===== config.mk =====
export PLATFORM = sky130hd
export DESIGN_NAME = write_ctrl_filt
export DESIGN_NICKNAME = d
export VERILOG_FILES = /design/src/rtl/write_ctrl_filt.sv
export SDC_FILE = /design/constraint.sdc
export NUM_CORES = 1
export LEC_CHECK = 0
export BUFFER_PORTS_ARGS = -buffer_cell sky130_fd_sc_hd__buf_2
export CORE_AREA = 10 10 71 73
export DETAILED_ROUTE_END_ITERATION = 10
export DIE_AREA = 0 0 81 83
export GPL_TIMING_DRIVEN = 0
export PLACE_DENSITY = 0.81
export SLEW_MARGIN = 25
export SYNTH_ARGS = -nofsm -noshare
export SYNTH_HDL_FRONTEND = slang
export SYNTH_SLANG_ARGS = --single-unit

===== constraint.sdc =====
create_clock -name clk -period 3.5 [get_ports clk]
set_input_delay 0.7 -clock clk [delete_from_list [all_inputs] [get_ports clk]]
set_output_delay 0.7 -clock clk [all_outputs]
set_load 0.005 [all_outputs]

===== src/rtl/write_ctrl_filt.sv =====
// Write-side controller: steps an external counter and writes values that pass
// a selectable filter into an async FIFO, with a write budget, abort and full-stall.
module write_ctrl_filt #(
    parameter int DW          = 16,
    parameter int CNT_W       = 16,
    parameter int STRIDE_LOG2 = 2
) (
    input  logic             clk,
    input  logic             rst,
    input  logic             start,
    input  logic [1:0]       mode,
    input  logic [CNT_W-1:0] max_writes,
    input  logic [DW-1:0]    data_in,
    input  logic             wfull,
    output logic             cnt_en,
    output logic             winc,
    output logic [DW-1:0]    wdata,
    output logic [CNT_W-1:0] wr_count,
    output logic             busy,
    output logic             done
);

    typedef enum logic [2:0] {
        S_IDLE  = 3'd0,
        S_RUN   = 3'd1,
        S_WRITE = 3'd2,
        S_STALL = 3'd3,
        S_DONE  = 3'd4
    } state_t;

    state_t           r_state;
    state_t           w_next;
    logic [CNT_W-1:0] r_wr_count;
    logic [CNT_W-1:0] w_cnt_inc;
    logic             w_match;
    logic             w_last;
    logic             w_clr_cnt;
    logic             w_inc_cnt;

    assign wdata     = data_in;
    assign wr_count  = r_wr_count;
    assign w_cnt_inc = r_wr_count + 1'b1;
    assign w_last    = (max_writes != '0) && (w_cnt_inc == max_writes);

    always_comb begin
        w_match = 1'b0;
        unique case (mode)
            2'd0:    w_match = ^data_in;
            2'd1:    w_match = ~^data_in;
            2'd2:    w_match = 1'b1;
            default: w_match = (data_in[STRIDE_LOG2-1:0] == '0);
        endcase
    end

    // NOTE: every output and next-state signal gets a default before the case,
    // so no path through this block can infer a latch.
    always_comb begin
        w_next    = r_state;
        cnt_en    = 1'b0;
        winc      = 1'b0;
        busy      = 1'b0;
        done      = 1'b0;
        w_clr_cnt = 1'b0;
        w_inc_cnt = 1'b0;
        case (r_state)
            S_IDLE: begin
                if (start) begin
                    w_next    = S_RUN;
                    w_clr_cnt = 1'b1;
                end
            end
            S_RUN: begin
                busy = 1'b1;
                if (!start)        w_next = S_IDLE;
                else if (wfull)    w_next = S_STALL;
                else if (w_match)  w_next = S_WRITE;  // hold counter so this value gets written
                else               cnt_en = 1'b1;
            end
            S_WRITE: begin
                busy = 1'b1;
                if (!start)       w_next = S_IDLE;
                else if (wfull)   w_next = S_STALL;
                else begin
                    winc      = 1'b1;
                    cnt_en    = 1'b1;
                    w_inc_cnt = 1'b1;
                    w_next    = w_last ? S_DONE : S_RUN;
                end
            end
            S_STALL: begin
                busy = 1'b1;
                if (!start)       w_next = S_IDLE;
                else if (!wfull)  w_next = S_RUN;
            end
            S_DONE: begin
                done = 1'b1;
                if (!start) w_next = S_IDLE;
            end
            default: w_next = S_IDLE;
        endcase
        // Reset wins over a write or count step already decoded this cycle.
        if (rst) begin
            cnt_en = 1'b0;
            winc   = 1'b0;
        end
    end

    // NOTE: sequential state uses non-blocking assignments only, so every
    // register samples pre-edge values regardless of statement order.
    always_ff @(posedge clk) begin
        if (rst) begin
            r_state    <= S_IDLE;
            r_wr_count <= '0;
        end else begin
            r_state <= w_next;
            if (w_clr_cnt)      r_wr_count <= '0;
            else if (w_inc_cnt) r_wr_count <= w_cnt_inc;
        end
    end

endmodule


After elaboration in Yosys (flattened, before gate mapping)
Cells that the tools add are included.
Widths: inputs -> output; s select.
{"block": "classes", "n_eq_ne": 11, "n_mux": 25, "addsub": 1, "reduce_logical": 10}
{"operator": "$mux 3", "count": 10}
{"operator": "$add 16x1->16 const B", "count": 1}
{"operator": "$eq 16x16->1", "count": 1}
{"operator": "$reduce_bool 16->1", "count": 1}
{"operator": "$reduce_xnor 16->1", "count": 1}
{"operator": "$reduce_xor 16->1", "count": 1}
{"operator": "$pmux 3 s5", "count": 1}
{"operator": "$mux 1", "count": 12}
{"operator": "$eq 3x2->1 const B", "count": 2}
{"operator": "$logic_not 2->1", "count": 2}
{"operator": "$ne 2x2->1 const B", "count": 2}
{"operator": "$ne 4x4->1 const B", "count": 1}
{"operator": "$reduce_and 4->1", "count": 1}
{"operator": "$eq 3x1->1 const B", "count": 1}
{"operator": "$eq 3x3->1 const B", "count": 1}
{"operator": "$logic_not 3->1", "count": 1}
{"operator": "$ne 3x3->1 const B", "count": 1}
{"operator": "$pmux 1 s3", "count": 1}
{"operator": "$reduce_or 3->1", "count": 1}
{"operator": "$eq 2x1->1 const B", "count": 1}
{"operator": "$eq 2x2->1 const B", "count": 1}
{"operator": "$pmux 1 s2", "count": 1}
{"operator": "$reduce_or 2->1", "count": 1}
{"operator": "$logic_and 1x1->1", "count": 1}
{"block": "word_totals", "input_bits": 38, "ff_bits": 19, "out_inout_bits": 36, "word_cells": 49}

Longest topological paths before layout
{"block": "logic_depth", "ltp_word": 7, "depth_mapped": 9, "mapped_depth_nobuf": 9}

Worst setup path after synthesis
No wires, ideal clock.
{"block": "synth_path", "path_kind": "input to output", "start": "input data_in[0]", "end": "output cnt_en", "path_stages": 9, "arrival_time_ns": 2.194, "slack_ns": 0.606, "path_buffers": 0, "cell_sequence": "inv_1 ha_1 xnor2_1 xnor2_1 xnor2_1 xnor2_1 o22ai_1 nand2b_1 a2111oi_0"}
{"block": "synth_between", "elab_chain_len": 7}
{"element": "from (decl)", "line_no": "13", "source": "input logic [DW-1:0] data_in,"}
{"element": "$reduce_xnor 16->1 (tied with other cells)", "line_no": "49", "source": "2'd1: w_match = ~^data_in;"}
{"element": "$pmux 1 s3 (*)", "line_no": "47", "source": "unique case (mode)"}
{"element": "$mux 1 (*)", "line_no": "76", "source": "else if (w_match) w_next = S_WRITE;"}
{"element": "$mux 1 (*)", "line_no": "75", "source": "else if (wfull) w_next = S_STALL;"}
{"element": "$mux 1 (*)", "line_no": "74", "source": "if (!start) w_next = S_IDLE;"}
{"element": "$pmux 1 s2 (*)", "line_no": "65", "source": "case (r_state)"}
{"element": "$mux 1 (*)", "line_no": "102", "source": "if (rst) begin"}
{"element": "to (decl)", "line_no": "15", "source": "output logic cnt_en,"}
Mark *: on every way between the ends. The rest lies on a longest branch, timed or not.

Final worst setup path
Same ends and word-level chain as after synthesis.

==> out/metrics.cfg <==
[place]
place.gp.congestion=0.863
port-buffer-count=73
pre_cts_ws_ps=303
place_hpwl_um=4070
placed_cells=350

[timing]
worst_pin_slew_ps=905
relSlewSlack_pct=38.8
finClkSkew_ps=2.32
timing.hold.ws_ps=529
period_share_pct=90.8
max_freq_mhz=315
setup_viol=0
hold_viol_final=0
fin_setup_tns_ps=0
min_period_ps=3180
rsz0062_at_grt=false
maxSlewViolCount=0
worst_slack_ps=321

[power]
finalPower_mw=0.640
leakagePower_nw=0.958
power_density_mw_per_mm2=284
vdd_drop_max_uv=142

[worst_setup_path]
critPathKind=in2out
cp.arrival_ps=2480
cp-start-kind=input pin
crit_required_ps=2800
crit_chain=buf_2 > inv_1 > ha_1 > xnor2_1 > xnor2_1 > xnor2_1 > xnor2_1 > o22ai_1 > nand2b_1 > a2111oi_0 > buf_2
crit_top_cell=xnor2_1
cpMaxStageDelayCell=a2111oi_0
cpPeakStageDelay_ps=320
endpoint_kind=output pin
critPathMaxFanout=2

[clock_network]
clock_latency_ps=260
clk_pin_slew_worst_paths_ps=70
cts_tree=built
post_cts.repair.setup_buffers=0
htreeDepth=1
numCtsBuffers=3
cts-root-buf=clkbuf_8
cts_sinks=19
clockBufferDepth=2
cts_resized=0
cts-hold-fix-buffers=0

[synthesis]
synth_xor_area_share_pct=21.6
syn_inst=229
synthTopCellsByArea=dfxtp_1 21%, xnor2_1 13%, xor2_1 8.3%
synth-simple-area-share_pct=27.9
async_reset_ff_share_pct=0
ys.warnings.count=0
synth_area_mm2=0.00179
ys_types=52
synthTopCellsByCount=27 x xnor2_1, 24 x nor2_1, 19 x dfxtp_1, 17 x xor2_1, 16 x buf_4
syn-num-nets=269
avgSynthCellArea_um2=7.80
synth_edf_count=0
synth_top_family_by_area=simple AND/OR/NAND/NOR gates
ys_seq_elements=19
synth.most_common_cell=xnor2_1
ys.flop_type=dfxtp_1
yosys.area.top_type=dfxtp_1
yosysSeqAreaShare_pct=21.3
synth_top_area_share_pct=21.3
synth_mux_area_share_pct=1.68
synthAdderAreaFrac_pct=1.40
synth_compound_area_share_pct=14.2

[global_routing]
grt_max_degree=11
grt.total_usage_pct=14.0
antenna_found_initial=0
grt_pass1_wl_um=8090
grt_use_met1_pct=16.6
grt_util_met3_pct=5.39
overflow=0
grt_use_met2_pct=22.3
grt.busiest_layer=met2
grt_pass1_vias=1903

[detailed_routing]
wirelength_um=4860
wire_per_inst_um=13.7
drc_errors=0
num_vias=1874
routed_via_density=5.29
ant_nets=0
drt_iter0_drc=143
drtPass1Iterations=4

[flow_run]
cap_violations=0

[finish]
synthToLayoutAreaGrowth_pct=26.3
drive_gt1_share_pct=36.3
nets=347
layout.cells.non_filler=354
multi_input_area_mm2=0.00119
antenna_cells=0
seqCellArea_um2=380
fill_cells=346

[floorplanning]
start_util_pct=49.1
ios=74
die_h_um=83
dieArea_mm2=0.00672
die_w_um=81
row_count=22
core-area_mm2=0.00363

[outcome]
status=complete, no violations

[hold_path]
worstHoldPathType=reg2reg

==> cells in the final DEF, fill, tap and decap left out, drive strengths merged, types with 3 or more instances in the layout <==
master and n:
nor2 24, mux2i 3, a21oi 7, nand2 13
nor3 9, buf 96, inv 5, xor2 17
o21a 3, o31ai 3, dfxtp 19, o21ai 8
or3 7, xnor2 27, nor4 6, nand4 8
clkbuf 9, nand3 4, or2 3, nand2b 6
==> cell type report <==
class                           instances  share of cell area [%]
Inverter                                5                   0.832
Clock buffer                            4                    2.00
Sequential cell                        19                    16.9
Multi-Input combinational cell        177                    52.9
Buffer                                 28                    8.60
Tap cell                               48                    2.66
Timing Repair Buffer                   73                    16.2
==> worst max-delay path, delay by kind of cell <==
family / cells / cell delay, ps
AO/OA/AOI/OAI: 2 / 470
XOR/XNOR: 4 / 630
adder cells (fa/ha/maj): 1 / 290
buffers and inverters: 3 / 310
AND/OR/NAND/NOR: 1 / 70
==> registers in the layout, indices dropped and copies added (netlist names) <==
register / count
r_state: 3
wr_count: 16
==> kinds of logic (layout without fill, tap and decap cells) <==
logic type | after synthesis | count (layout)
AOI/OAI and AO/OA | 37 | 37
xor gates and xnor gates | 44 | 44
adders and majority gates | 2 | 2
buffers and inverters | 33 | 110
DFF | 19 | 19
muxes | 3 | 3
and+or+nand+nor | 91 | 91
==> per-layer routing <==
metal | part of all wire [%] | vias to the layer above
met5 | 0 | -
met4 | 1.0 | 0
li1 | - | 942
met2 | 44 | 74
met1 | 44 | 854
met3 | 11 | 4
==> power by group <==
group	switching, mW	leakage (nW)	internal [mW]	total, mW
sequential	0.00753	0.153	0.225	0.233
combinational	0.126	0.781	0.124	0.250
clock	0.0758	0.0228	0.0810	0.157
==> per-stage QoR <==
| step | instance area (um2) | utilization [%] |
|---|---|---|
| 6_report | 2260 | 62.1 |
| 5_1_grt | 2260 | 62.1 |
| 4_1_cts | 2260 | 62.1 |
| 3_5_place_dp | 2210 | 60.8 |
| 3_3_place_gp | 2210 | 60.8 |
| 2_1_floorplan | 1790 | - |
==> worst paths after layout <==
| check | slack, ps | from | endpoint | cells past startpoint |
|---|---|---|---|---|
| max | 320 | data_in[0] | cnt_en | 11 |
| min | 530 | wr_count[1] | wr_count[1] | 2 |
| max reg2reg | 880 | wr_count[0] | r_state[0] | 8 |
| min reg2reg | 530 | wr_count[1] | wr_count[1] | 2 |
(Power assumes the default switching activity.)
